$ cat config.mk
export PLATFORM = sky130hd
export DESIGN_NAME = bcd_nibble_seq_flat
export DESIGN_NICKNAME = d
export VERILOG_FILES = /design/src/rtl/bcd_nibble_seq_pkg.sv /design/src/rtl/bcd_nibble_seq_if.sv /design/src/rtl/bcd_nibble_seq_bcdadder.sv /design/src/rtl/bcd_nibble_seq.sv /design/src/flat_wrapper.sv
export SDC_FILE = /design/constraint.sdc
export NUM_CORES = 1
export LEC_CHECK = 0
export ABC_AREA = 0
export BUFFER_PORTS_ARGS = -buffer_cell sky130_fd_sc_hd__clkbuf_2
export CAP_MARGIN = 20
export CORE_UTILIZATION = 45
export DETAILED_ROUTE_END_ITERATION = 12
export PLACE_DENSITY = 0.77
export SLEW_MARGIN = 20
export SYNTH_ARGS = -nofsm -noshare
export SYNTH_HDL_FRONTEND = slang
export SYNTH_HIERARCHICAL = 1
export SYNTH_SLANG_ARGS = --single-unit
$ cat constraint.sdc
create_clock -name CLK -period 4.54 [get_ports CLK]
set_clock_uncertainty 0.05 [all_clocks]
set_input_delay 0.908 -clock CLK [delete_from_list [all_inputs] [get_ports CLK]]
set_output_delay 0.908 -clock CLK [all_outputs]
set_load 0.01 [all_outputs]
$ cat src/rtl/bcd_nibble_seq_pkg.sv
// Shared types and constants for the nibble-serial ADC/SBC sequencer.
package bcd_seq_pkg;

   typedef enum logic [1:0] {
      IDLE = 2'd0,
      RUN  = 2'd1,
      FIN  = 2'd2
   } state_t;

   localparam int NIB8  = 2;
   localparam int NIB16 = 4;
   localparam int IDX_W = 2;

   typedef logic [IDX_W-1:0] idx_t;

   // Index of the last nibble for each operand width.
   localparam idx_t LAST8  = idx_t'(NIB8 - 1);
   localparam idx_t LAST16 = idx_t'(NIB16 - 1);

endpackage

$ cat src/rtl/bcd_nibble_seq_if.sv
// Request/result bundle between the ALU front end and the sequencer.
// Handshake: START is a one-cycle request, honoured only while the sequencer
// is in IDLE or FIN (it is dropped silently while BUSY=1); operands are
// captured on the START edge. DONE is a one-cycle pulse, and S/CO/VO/ZO/NO
// are valid from that cycle and held until the next DONE.
interface bcd_nibble_seq_if;
   import bcd_seq_pkg::*;

   logic        START;
   logic [15:0] A;
   logic [15:0] B;
   logic        CI;
   logic        ADD;
   logic        BCD;
   logic        W16;
   logic        BUSY;
   logic        DONE;
   logic [15:0] S;
   logic        CO;
   logic        VO;
   logic        ZO;
   logic        NO;
   state_t      DBG_STATE;

   modport master (
      output START, A, B, CI, ADD, BCD, W16,
      input  BUSY, DONE, S, CO, VO, ZO, NO, DBG_STATE
   );

   modport slave (
      input  START, A, B, CI, ADD, BCD, W16,
      output BUSY, DONE, S, CO, VO, ZO, NO, DBG_STATE
   );

endinterface

$ cat src/rtl/bcd_nibble_seq_bcdadder.sv
// 4-bit adder slice, binary or packed-decimal, add or subtract.
// Subtract is A + ~B + CI, so CI=1 means "no borrow" and CO=0 means borrow.
module BCDAdder (
   input  logic [3:0] A,
   input  logic [3:0] B,
   input  logic       CI,
   input  logic       ADD,
   input  logic       BCD,
   output logic [3:0] S,
   output logic       CO,
   output logic       VO
);

   logic [3:0] bb;
   logic [4:0] bin;

   // Binary sum first, then decimal correction of the nibble if requested.
   always_comb begin
      bb  = ADD ? B : ~B;
      bin = {1'b0, A} + {1'b0, bb} + {4'b0000, CI};
      // Signed overflow of the binary intermediate; in decimal mode this is
      // simply reported as-is.
      VO  = (A[3] == bb[3]) && (bin[3] != A[3]);
      S   = bin[3:0];
      CO  = bin[4];
      if (BCD) begin
         if (ADD) begin
            if (bin > 5'd9) begin
               S  = bin[3:0] + 4'd6;
               CO = 1'b1;
            end
         end else begin
            if (!bin[4]) begin
               S = bin[3:0] - 4'd6;
            end
         end
      end
   end

endmodule

$ cat src/rtl/bcd_nibble_seq.sv
// Nibble-serial ADC/SBC sequencer: one shared 4-bit slice is walked over the
// latched operands, LS nibble first, with the carry registered between nibbles.
module bcd_nibble_seq
   import bcd_seq_pkg::*;
(
   input  logic               CLK,
   input  logic               RST_N,
   bcd_nibble_seq_if.slave    bus
);

   state_t      state_q, state_d;
   logic [15:0] a_q, a_d;
   logic [15:0] b_q, b_d;
   logic        add_q, add_d;
   logic        bcd_q, bcd_d;
   logic        w16_q, w16_d;
   idx_t        idx_q, idx_d;
   logic        cr_q, cr_d;
   logic        v_q, v_d;
   logic [15:0] res_q, res_d;
   logic [15:0] s_q, s_d;
   logic        co_q, co_d;
   logic        vo_q, vo_d;
   logic        zo_q, zo_d;
   logic        no_q, no_d;

   logic        accept;
   logic        last;
   logic [3:0]  nib_a, nib_b, slice_s;
   logic        slice_co, slice_vo;
   logic [15:0] res_ins, final_s;

   assign accept = bus.START && ((state_q == IDLE) || (state_q == FIN));
   assign last   = (idx_q == (w16_q ? LAST16 : LAST8));
   assign nib_a  = a_q[{idx_q, 2'b00} +: 4];
   assign nib_b  = b_q[{idx_q, 2'b00} +: 4];

   BCDAdder u_slice (
      .A   (nib_a),
      .B   (nib_b),
      .CI  (cr_q),
      .ADD (add_q),
      .BCD (bcd_q),
      .S   (slice_s),
      .CO  (slice_co),
      .VO  (slice_vo)
   );

   // State register and all datapath registers.
   always_ff @(posedge CLK or negedge RST_N) begin
      if (!RST_N) begin
         state_q <= IDLE;
         a_q     <= '0;
         b_q     <= '0;
         add_q   <= 1'b0;
         bcd_q   <= 1'b0;
         w16_q   <= 1'b0;
         idx_q   <= '0;
         cr_q    <= 1'b0;
         v_q     <= 1'b0;
         res_q   <= '0;
         s_q     <= '0;
         co_q    <= 1'b0;
         vo_q    <= 1'b0;
         zo_q    <= 1'b1;
         no_q    <= 1'b0;
      end else begin
         state_q <= state_d;
         a_q     <= a_d;
         b_q     <= b_d;
         add_q   <= add_d;
         bcd_q   <= bcd_d;
         w16_q   <= w16_d;
         idx_q   <= idx_d;
         cr_q    <= cr_d;
         v_q     <= v_d;
         res_q   <= res_d;
         s_q     <= s_d;
         co_q    <= co_d;
         vo_q    <= vo_d;
         zo_q    <= zo_d;
         no_q    <= no_d;
      end
   end

   // Next state: RUN lasts exactly one cycle per nibble; FIN may re-enter RUN.
   always_comb begin
      state_d = state_q;
      case (state_q)
         IDLE:    if (accept) state_d = RUN;
         RUN:     if (last)   state_d = FIN;
         FIN:     state_d = accept ? RUN : IDLE;
         default: state_d = IDLE;
      endcase
   end

   // Datapath next values: latch on accept, step one nibble per RUN cycle,
   // publish result and flags only on the final nibble.
   always_comb begin
      a_d     = a_q;
      b_d     = b_q;
      add_d   = add_q;
      bcd_d   = bcd_q;
      w16_d   = w16_q;
      idx_d   = idx_q;
      cr_d    = cr_q;
      v_d     = v_q;
      res_d   = res_q;
      s_d     = s_q;
      co_d    = co_q;
      vo_d    = vo_q;
      zo_d    = zo_q;
      no_d    = no_q;

      res_ins = res_q;
      res_ins[{idx_q, 2'b00} +: 4] = slice_s;
      // In 8-bit mode the high byte passes A through untouched.
      final_s = w16_q ? res_ins : {a_q[15:8], res_ins[7:0]};

      if (accept) begin
         a_d   = bus.A;
         b_d   = bus.B;
         add_d = bus.ADD;
         bcd_d = bus.BCD;
         w16_d = bus.W16;
         idx_d = '0;
         cr_d  = bus.CI;
         v_d   = 1'b0;
         res_d = '0;
      end else if (state_q == RUN) begin
         res_d = res_ins;
         cr_d  = slice_co;
         v_d   = slice_vo;
         idx_d = idx_q + idx_t'(1);
         if (last) begin
            s_d  = final_s;
            co_d = slice_co;
            vo_d = slice_vo;
            zo_d = w16_q ? (final_s == 16'h0000) : (final_s[7:0] == 8'h00);
            no_d = w16_q ? final_s[15] : final_s[7];
         end
      end
   end

   // Outputs: status decoded from state, results straight from registers.
   always_comb begin
      bus.BUSY      = (state_q == RUN);
      bus.DONE      = (state_q == FIN);
      bus.DBG_STATE = state_q;
      bus.S         = s_q;
      bus.CO        = co_q;
      bus.VO        = vo_q;
      bus.ZO        = zo_q;
      bus.NO        = no_q;
   end

endmodule

$ cat src/flat_wrapper.sv
// flat-port wrapper written by rule: the top's interface ports become plain ports
module bcd_nibble_seq_flat import bcd_seq_pkg::*;
  (CLK, RST_N, bus_START, bus_A, bus_B, bus_CI, bus_ADD, bus_BCD, bus_W16, bus_BUSY, bus_DONE, bus_S, bus_CO, bus_VO, bus_ZO, bus_NO, bus_DBG_STATE);
  bcd_nibble_seq_if bus_i ();
  input  logic CLK;
  input  logic RST_N;
  input wire logic [$bits(bus_i.START)-1:0] bus_START;
  input wire logic [$bits(bus_i.A)-1:0] bus_A;
  input wire logic [$bits(bus_i.B)-1:0] bus_B;
  input wire logic [$bits(bus_i.CI)-1:0] bus_CI;
  input wire logic [$bits(bus_i.ADD)-1:0] bus_ADD;
  input wire logic [$bits(bus_i.BCD)-1:0] bus_BCD;
  input wire logic [$bits(bus_i.W16)-1:0] bus_W16;
  output wire logic [$bits(bus_i.BUSY)-1:0] bus_BUSY;
  output wire logic [$bits(bus_i.DONE)-1:0] bus_DONE;
  output wire logic [$bits(bus_i.S)-1:0] bus_S;
  output wire logic [$bits(bus_i.CO)-1:0] bus_CO;
  output wire logic [$bits(bus_i.VO)-1:0] bus_VO;
  output wire logic [$bits(bus_i.ZO)-1:0] bus_ZO;
  output wire logic [$bits(bus_i.NO)-1:0] bus_NO;
  output wire logic [$bits(bus_i.DBG_STATE)-1:0] bus_DBG_STATE;
  assign bus_i.START = bus_START;
  assign bus_i.A = bus_A;
  assign bus_i.B = bus_B;
  assign bus_i.CI = bus_CI;
  assign bus_i.ADD = bus_ADD;
  assign bus_i.BCD = bus_BCD;
  assign bus_i.W16 = bus_W16;
  assign bus_BUSY = bus_i.BUSY;
  assign bus_DONE = bus_i.DONE;
  assign bus_S = bus_i.S;
  assign bus_CO = bus_i.CO;
  assign bus_VO = bus_i.VO;
  assign bus_ZO = bus_i.ZO;
  assign bus_NO = bus_i.NO;
  assign bus_DBG_STATE = bus_i.DBG_STATE;
  bcd_nibble_seq u_core (.CLK(CLK), .RST_N(RST_N), .bus(bus_i));
endmodule
# Word level (Yosys, flattened, before mapping)
# Cells that the tools add are included.
# totals
register_bits,76
out_inout_bits,24
# classes
addsub,6
magnitude_cmp,1
n_eq_ne,7
n_shift,4
n_mux,23
bitwise_logic,2
n_reduce_logical,9
# ops
op,count
16-bit 2-to-1 mux,3
16-bit by 5-bit variable part select with 4-bit output,2
4-bit 2-to-1 mux,5
16-bit bitwise mux,1
16-bit zero test,1
"4-bit by 6-bit variable shift with 16-bit output, first input constant",1
4-bit by 6-bit variable part select with 16-bit output,1
2-bit 2-to-1 mux,5
8-bit zero test,1
1-bit 2-to-1 mux,8
4-bit negation with 6-bit output,1
2-bit one-hot mux with 3 select lines,1
4-bit by 4-bit adder with 5-bit output,1
5-bit by 1-bit adder with 5-bit output,1
"5-bit by 4-bit > comparator with 1-bit output, second input constant",1
"4-bit by 3-bit adder with 4-bit output, second input constant",1
"2-bit by 1-bit != test with 1-bit output, second input constant",2
4-bit inverter,1
"4-bit by 3-bit subtractor with 4-bit output, second input constant",1
3-bit AND reduction,1
"2-bit by 1-bit adder with 2-bit output, second input constant",1
"2-bit by 1-bit == test with 1-bit output, second input constant",1
2-bit == test,1
"2-bit == test, second input constant",1
other kinds (8),9

# Depth between registers and ports, before layout
# Gate-level depths: netlist of the first run.
# depth
depth_word,14
depth_mapped,17
depth_no_buf,14

# Hierarchy
# The synthesis of the first run kept the hierarchy.
# by_module_without_submodules
mod,instances,cells_per_inst,area_per_inst_um2,seq_area_each_um2
bcd_nibble_seq,1,294,3504.6,1903.1
BCDAdder,1,57,436.7,0.0

# Least setup slack after synthesis of the first run
# Ideal clock, no wire load.
# synth_path
kind,register to register
from,reg u_core.idx_q[0]
to,"reg u_core.zo_q, in the netlist u_core/bus.ZO"
setup_ps,105
arrival_ps,4223
required_time_ps,4385
slack_ps,162
path_stages_with_launch,17
n_path_buf,3
synth_period_minus_slack_ps,4378
path_cell_list,dfrtp_1 > buf_2 > buf_2 > mux4_2 > xor2_1 > fa_1 > fa_1 > xor2_2 > ha_1 > a32oi_1 > nand3_1 > a31oi_1 > xnor2_1 > clkbuf_1 > o31ai_1 > nand3_1 > o41ai_1
# synth_via
elab_chain_cells,14
elab_cells_between_ends,23
# synth_lines
element,line,text
"start, declared",bcd_nibble_seq.sv:17,"idx_t idx_q, idx_d;"
"start signal, assigned",bcd_nibble_seq.sv:74,idx_q <= idx_d;
16-bit by 5-bit variable part select with 4-bit output (*),bcd_nibble_seq.sv:36,"assign nib_b = b_q[{idx_q, 2'b00} +: 4];"
net u_core.nib_b[0],bcd_nibble_seq.sv:29,"logic [3:0] nib_a, nib_b, slice_s;"
4-bit inverter,bcd_nibble_seq_bcdadder.sv:19,bb = ADD ? B : ~B;
4-bit 2-to-1 mux (*),bcd_nibble_seq_bcdadder.sv:19,
4-bit by 4-bit adder with 5-bit output (*),bcd_nibble_seq_bcdadder.sv:20,"bin = {1'b0, A} + {1'b0, bb} + {4'b0000, CI};"
5-bit by 1-bit adder with 5-bit output (*),bcd_nibble_seq_bcdadder.sv:20,
4-bit by 3-bit subtractor with 4-bit output (tied with other cells),bcd_nibble_seq_bcdadder.sv:34,S = bin[3:0] - 4'd6;
"4-bit 2-to-1 mux, on equally long branches","bcd_nibble_seq_bcdadder.sv:33, bcd_nibble_seq_bcdadder.sv:28",
4-bit 2-to-1 mux,bcd_nibble_seq_bcdadder.sv:27,if (ADD) begin
4-bit 2-to-1 mux (*),bcd_nibble_seq_bcdadder.sv:26,if (BCD) begin
net u_core.slice_s[1],bcd_nibble_seq.sv:29,
4-bit by 6-bit variable part select with 16-bit output (*),bcd_nibble_seq.sv:116,"res_ins[{idx_q, 2'b00} +: 4] = slice_s;"
16-bit bitwise mux (*),bcd_nibble_seq.sv:116,
16-bit 2-to-1 mux (*),bcd_nibble_seq.sv:118,"final_s = w16_q ? res_ins : {a_q[15:8], res_ins[7:0]};"
16-bit zero test or 8-bit zero test (tied branches),bcd_nibble_seq.sv:139,zo_d = w16_q ? (final_s == 16'h0000) : (final_s[7:0] == 8'h00);
1-bit 2-to-1 mux (*),bcd_nibble_seq.sv:139,
"end signal, assigned",bcd_nibble_seq.sv:81,zo_q <= zo_d;
"end, declared",bcd_nibble_seq.sv:24,"logic zo_q, zo_d;"
# Mark *: on every way through the listed nets, which the timed path passes. The rest lies on a longest branch.
# A chain may end at the register's enable or synchronous reset.

# Final worst setup path of the first run
# Same ends and word-level chain as after synthesis.

==> key figures, run 1 <==
Critical path
  – Worst Path Arrival: roughly 4.5 ns
  – Max stage delay cell, worst path: mux4_2
  – Critical path data required time: about 4.7 ns
  – Cell family with most CP delay: compound AO/OA/AOI/OAI gates
  – Crit path buffers/inverters: 1
  – Worst-path fanout max: 7
  – Critical path's most frequent cell: fa_1
  – Worst Setup End Kind: flop
  – CP Depth: 14
  – Reg-to-Reg Start: u_core/idx_q[0]$_DFFE_PN0P_
  – Crit path from: u_core/idx_q[0]$_DFFE_PN0P_
  – Worst Setup Start Kind: flop
  – Kind of critical path: reg -> reg
  – Max incr delay on CP: between 0.5 and 0.6 ns
  – FF-to-FF path depth: 14
  – Crit-path cells: mux4_2 > xor2_1 > fa_1 > fa_1 > xor2_2 > ha_1 > a32oi_1 > nand3_1 > a31oi_1 > xnor2_1 > buf_4 > o32ai_1 > a41oi_1 > o41ai_1

Routing
  – Drt drc: 0
  – Vias per inst: 5.648
  – Via count: around 2.9k
  – DRT iter0 DRCs: roughly 210
  – ANT nets after route: 0
  – Routed wire length: ~9000 um
  – Routed WL per cell: roughly 17 um
  – DRT Pass-1 Iters: 4

Floorplan
  – Initial Utilization: 0.4725
  – Die Y: 95.59 um
  – Die W: between 90 and 100 um
  – Cell row count: 33
  – # IOs: between 60 and 70
  – Core Region: 0.008341 mm^2
  – Die ar.: about 0.0091 mm^2

Synthesis
  – Async S/R FF share, synth: 1.000
  – Synthesis Warnings: 6
  – Netlist cell types: 58
  – Post-synth EDFFs: 0
  – Synthesized area per cell: 11.23 um^2
  – Synth Register Bits: 76
  – Syn Std Cell Area: roughly 0.0039 mm^2
  – Cells after synthesis: between 300 and 400
  – Syn Nets: approximately 400
  – Synth Flop Type: dfrtp_1
  – Post-synthesis sequential area ratio: 0.4829

STA
  – Total Neg Setup Slack: 0 ns
  – Slew Limit Fails: 0
  – Final Cycle Share: 0.9422
  – Worst slew pin tran: between 0.9 and 1 ns
  – Relative slew slack: 0.3961
  – Max Fclk: approximately 230 MHz
  – RSZ-0062 raised after global routing: false
  – Fin. Hold Viols: 0
  – Post-route minimum period: 4.278 ns
  – Final number of setup-violating endpoints: 0

Min path
  – Hold path depth: 2
  – Hold path start: u_core/res_q[7]$_DFFE_PN0P_
  – Hold Crit Class: reg -> reg

Place
  – Routability cong.: around 0.83
  – IO buf count: 62
  – Detailed placement HPWL: ~6300 um

Flow run
  – Max-capacitance violation count: 0

Global routing
  – Pin count of the biggest net entering global routing: 43
  – First-pass GRT wire length: 14900 um
  – Grt ovf: 0
  – Initial antenna violation count: 0
  – Vias in the first global route: about 3.0k
  – Total GRT Usage: 0.2187

Finish
  – Layout area overhead: 14.83%
  – N_diodes: 0
  – Layout cell share with drive strength beyond 1: 0.3422
  – Final nets: approximately 460

Clock tree
  – Clock Path Buffers: 2
  – CTS Hold Bufs: 0
  – CTS sink count: 76
  – CTS tree: built
  – Clk slew on worst S/H paths: ~0.080 ns
  – CTS Buf Count: 9
  – CTS HTree Levels: 3
  – Clk_lat worst skew: between 0.3 and 0.4 ns
  – CTS root buf: clkbuf_8

Status
  – Outcome: finished clean
[cells in the mapped netlist (5+ instances only)]
cell / n / area share
a31oi_1: 6 / 0.0095
ha_1: 11 / 0.035
clkbuf_1: 13 / 0.012
a32o_1: 10 / 0.025
o21ai_0: 21 / 0.027
xnor2_1: 7 / 0.016
dfrtp_1: 75 / 0.48
a21oi_1: 14 / 0.018
mux4_2: 8 / 0.046
nor2b_1: 15 / 0.024
nor2_1: 15 / 0.014
mux2_2: 37 / 0.11
a21o_1: 5 / 0.0095
nand2_1: 35 / 0.033
nand3_1: 5 / 0.0063
inv_1: 11 / 0.010
[path summary, 6_finish.rpt]
check	slack, ns	endpoint
worst max register to register	0.26	u_core/bus.ZO$_DFFE_PN1P_
worst min register to register	0.43	u_core/res_q[7]$_DFFE_PN0P_
worst max-delay path	0.26	u_core/bus.ZO$_DFFE_PN1P_
worst min-delay path	0.43	u_core/res_q[7]$_DFFE_PN0P_
min in group asynchronous	0.64	u_core/b_q[10]$_DFFE_PN0P_
max in group asynchronous	2.77	u_core/bus.ZO$_DFFE_PN1P_
[routing by layer]
| layer | GRT usage | share of wire |
|---|---|---|
| met5 | 0 | 0 |
| met4 | 0.08085 | 0.019 |
| met3 | 0.05183 | 0.059 |
| met2 | 0.3393 | 0.47 |
| met1 | 0.2990 | 0.45 |
[sequential cells by signal (all words and copies together) (netlist names)]
register              count
u_core/a_q               16
u_core/cr_q               1
u_core/bus.VO             1
u_core/w16_q              1
u_core/bus.ZO             1
u_core/b_q               16
u_core/bus.NO             1
u_core/res_q             16
u_core/bus.S             16
u_core/bcd_q              1
u_core/bus.CO             1
u_core/bus.DBG_STATE      2
u_core/idx_q              2
u_core/add_q              1
[worst min-delay path: cells and delay by family, from the launching register on]
family / cells / cell delay [ns]
flip-flops: 1 / 0.34
AO/OA/AOI/OAI: 1 / 0.06
AND/OR/NAND/NOR: 1 / 0.04
[timing repair]
| action | CTS | global route |
|---|---|---|
| gates resized for setup | 0 | 1 |
| endpoints found under the setup margin | 0 | 1 |
| buffers inserted | 0 | 0 |
[final cells by class]
class / count / area [um^2]
multi-input combinational: 241 / 1906
sequential: 76 / 1903
clock buffer: 12 / 145.1
timing repair buffer: 69 / 366.6
fill: 754 / 3815
clock inverter: 4 / 25.02
tap: 105 / 131.4
inverter: 13 / 48.80
[cell families after synthesis]
kind of cell / share of synthesized area
AO/OA/AOI/OAI: 0.1406
adder cells (fa/ha/maj): 0.04508
AND/OR/NAND/NOR: 0.1178
XOR/XNOR: 0.02413
buffers and inverters: 0.03556
flip-flops: 0.4829
multiplexers: 0.1540
[cells in the final DEF (no fill, tap or decap), types with 8 or more instances in the layout]
cell	count
a32o_1	10
clkbuf_2	61
dfrtp_1	75
inv_1	11
nor2b_1	14
o21ai_0	21
ha_1	11
mux4_2	8
nand2_1	35
nor2_1	15
mux2_2	37
a21oi_1	14
clkbuf_8	10
[per-stage QoR]
stage                       util  area [um^2]  std cells  setup slack (ns)  hold slack [ns]
final                     0.5426         4526        520            0.2624           0.4318
after global routing      0.5426         4526        520          0.005068           0.4533
after CTS                 0.5422         4522        520            0.2356           0.4359
after detailed placement  0.5218         4352        504            0.3140           0.4129
after global placement    0.5218         4352        504            0.5053           0.4074
after floorplan                -         3941        351            0.1617           0.3922
Power of run 1 is not shown: default switching activity piles up to over one toggle a cycle in this logic, so the estimate is an artifact.
==> run 2, diff against run 1 <==
--- a/config.mk
+++ b/config.mk
@@ -10,6 +10,7 @@
 export CAP_MARGIN = 20
 export CORE_UTILIZATION = 45
 export DETAILED_ROUTE_END_ITERATION = 12
+export MAX_ROUTING_LAYER = met4
 export PLACE_DENSITY = 0.77
 export SLEW_MARGIN = 20
 export SYNTH_ARGS = -nofsm -noshare
==> key figures, run 2 (synthesized netlist as in run 1, its figures left out) <==
Finish
  – Final nets: 462 (unchanged)
  – Commonest non-fill, non-tap cell in the layout: dfrtp_1
  – Layout area overhead: 16.22%
  – N_diodes: 0 (unchanged)
  – Post-Layout Cell Count: 519 (-0.19%)
  – Most frequent cells in the layout: dfrtp_1, clkbuf_2, mux2_2, nand2_1, o21ai_0
  – Layout cell share with drive strength beyond 1: 0.3478 (+0.005657)
  – Final core occ: 0.5492 (+0.006601)
  – FILL cells: 737 (-2.3%)

Critical path
  – FF-to-FF End: u_core/bus.ZO$_DFFE_PN1P_
  – Kind of critical path: reg -> reg
  – R2r setup slk: 0.26 ns (about the same)
  – Critical path data required time: 4.74 ns (about the same)
  – FF-to-FF path depth: 14 (unchanged)
  – Worst-path fanout max: 7 (unchanged)
  – Worst Setup Start Kind: flop
  – Worst Setup EP: u_core/bus.ZO$_DFFE_PN1P_
  – Reg-to-Reg Start: u_core/idx_q[0]$_DFFE_PN0P_
  – Worst Setup End Kind: flop
  – Worst Path Arrival: 4.48 ns (about the same)
  – Crit path from: u_core/idx_q[0]$_DFFE_PN0P_

Place
  – Routability cong.: 0.8491 (+1.8%)
  – IO buf count: 62 (unchanged)
  – Post-Place Cells: 504 (unchanged)
  – Pre-CTS setup slack: 0.3882 ns (+0.07422 ns)
  – Detailed placement HPWL: 6423 um (+2.2%)

Clock tree
  – Number of setup buffers added after CTS: 0 (unchanged)
  – CTS Buf Count: 9 (unchanged)
  – CTS Hold Bufs: 0 (unchanged)
  – CTS HTree Levels: 3 (unchanged)
  – Clock Path Buffers: 2 (unchanged)
  – CTS root buf: clkbuf_8
  – Clk_lat worst skew: 0.35 ns (about the same)
  – CTS tree: built
  – CTS sink count: 76 (unchanged)
  – Post-cts sizing count: 0 (unchanged)
  – Clk slew on worst S/H paths: 0.08 ns (about the same)

Routing
  – Via count: 2995 (+2.0%)
  – DRT Pass-1 Iters: 4 (unchanged)
  – ANT nets after route: 0 (unchanged)
  – Routed WL per cell: 17.48 um (+3.5%)
  – Routed wire length: 9073 um (+3.3%)
  – Drt drc: 0 (unchanged)
  – DRT iter0 DRCs: 182 (-15%)
  – Vias per inst: 5.771 (+2.2%)

Status
  – Outcome: finished clean

STA
  – Worst slew pin tran: 0.9127 ns (+0.006851 ns)
  – Final Cycle Share: 0.9425 (about the same)
  – Worst setup margin: 0.2609 ns (-0.001543 ns)
  – Slew Limit Fails: 0 (unchanged)
  – Total Neg Setup Slack: 0 ns (unchanged)
  – Fin. Hold Viols: 0 (unchanged)
  – Max Fclk: 233.7 MHz (about the same)
  – Post-route minimum period: 4.279 ns (+0.001543 ns)
  – Relative slew slack: 0.3915 (-0.004568)
  – Final number of setup-violating endpoints: 0 (unchanged)

Min path
  – Hold Crit Class: reg -> reg

Global routing
  – Vias in the first global route: 3052 (+2.7%)
  – Grt ovf: 0 (unchanged)
  – Total GRT Usage: 0.2344 (+0.01577)
  – Initial antenna violation count: 0 (unchanged)
  – First-pass GRT wire length: 15370 um (+3.2%)
  – Pin count of the biggest net entering global routing: 43 (unchanged)

Floorplan
  – Cell row count: 33 (unchanged)
  – Die W: 95.59 um (unchanged)
  – Die Y: 95.59 um (unchanged)
  – Initial Utilization: 0.4725 (unchanged)
  – Core Region: 0.008341 mm^2 (unchanged)
  – Die ar.: 0.009136 mm^2 (unchanged)
  – # IOs: 63 (unchanged)

Flow run
  – Max-capacitance violation count: 0 (unchanged)
-- run 2: worst min-delay path by stage --
stage / startpoint / endpoint / cells after the start
after floorplan: u_core/res_q[0]$_DFFE_PN0P_ / u_core/res_q[0]$_DFFE_PN0P_ / 2
after global placement: u_core/res_q[3]$_DFFE_PN0P_ / u_core/res_q[3]$_DFFE_PN0P_ / 2
after detailed placement: u_core/cr_q$_DFFE_PN0P_ / u_core/cr_q$_DFFE_PN0P_ / 2
after global routing: u_core/cr_q$_DFFE_PN0P_ / u_core/cr_q$_DFFE_PN0P_ / 2
after CTS: u_core/res_q[2]$_DFFE_PN0P_ / u_core/res_q[2]$_DFFE_PN0P_ / 2
final: u_core/res_q[2]$_DFFE_PN0P_ / u_core/res_q[2]$_DFFE_PN0P_ / 2
-- run 2: routing by layer --
layer,part of all wire,global-route usage,wire length (um),vias to the layer above
li1,-,-,-,1376
met1,0.45,0.3076,4069,1481
met2,0.48,0.3601,4353,126
met3,0.055,0.04785,501,12
met4,0.016,0.08831,148,0
met5,0,-,0,-
-- run 2: area by class of cell --
class,instances,area (um^2),area share
clock buffer,11,141.4,0.03087
clock inverter,4,73.82,0.01612
multi-input combinational,241,1916,0.4182
timing repair buffer,69,366.6,0.08003
tap,105,131.4,0.02868
sequential,76,1903,0.4155
inverter,13,48.80,0.01065
-- run 2: worst max-delay path, stage by stage (launching register included) --
cell and delay (ns):
dfrtp_1 0.39, mux4_2 0.52, xor2_1 0.18, fa_1 0.45, fa_2 0.41, xor2_2 0.22
ha_1 0.25, a32oi_1 0.22, nand3_1 0.14, a31oi_1 0.23, xnor2_1 0.13, buf_4 0.18
o32ai_1 0.26, a41oi_1 0.18, o41ai_2 0.36
-- run 2: metrics by stage --
step	hold WS (ns)	area [um^2]
after floorplan	0.3922	3941
after global placement	0.4075	4352
after detailed placement	0.4134	4352
after CTS	0.4364	4567
after global routing	0.4549	4581
final	0.4359	4581
Power of run 2 is left out for the same reason.
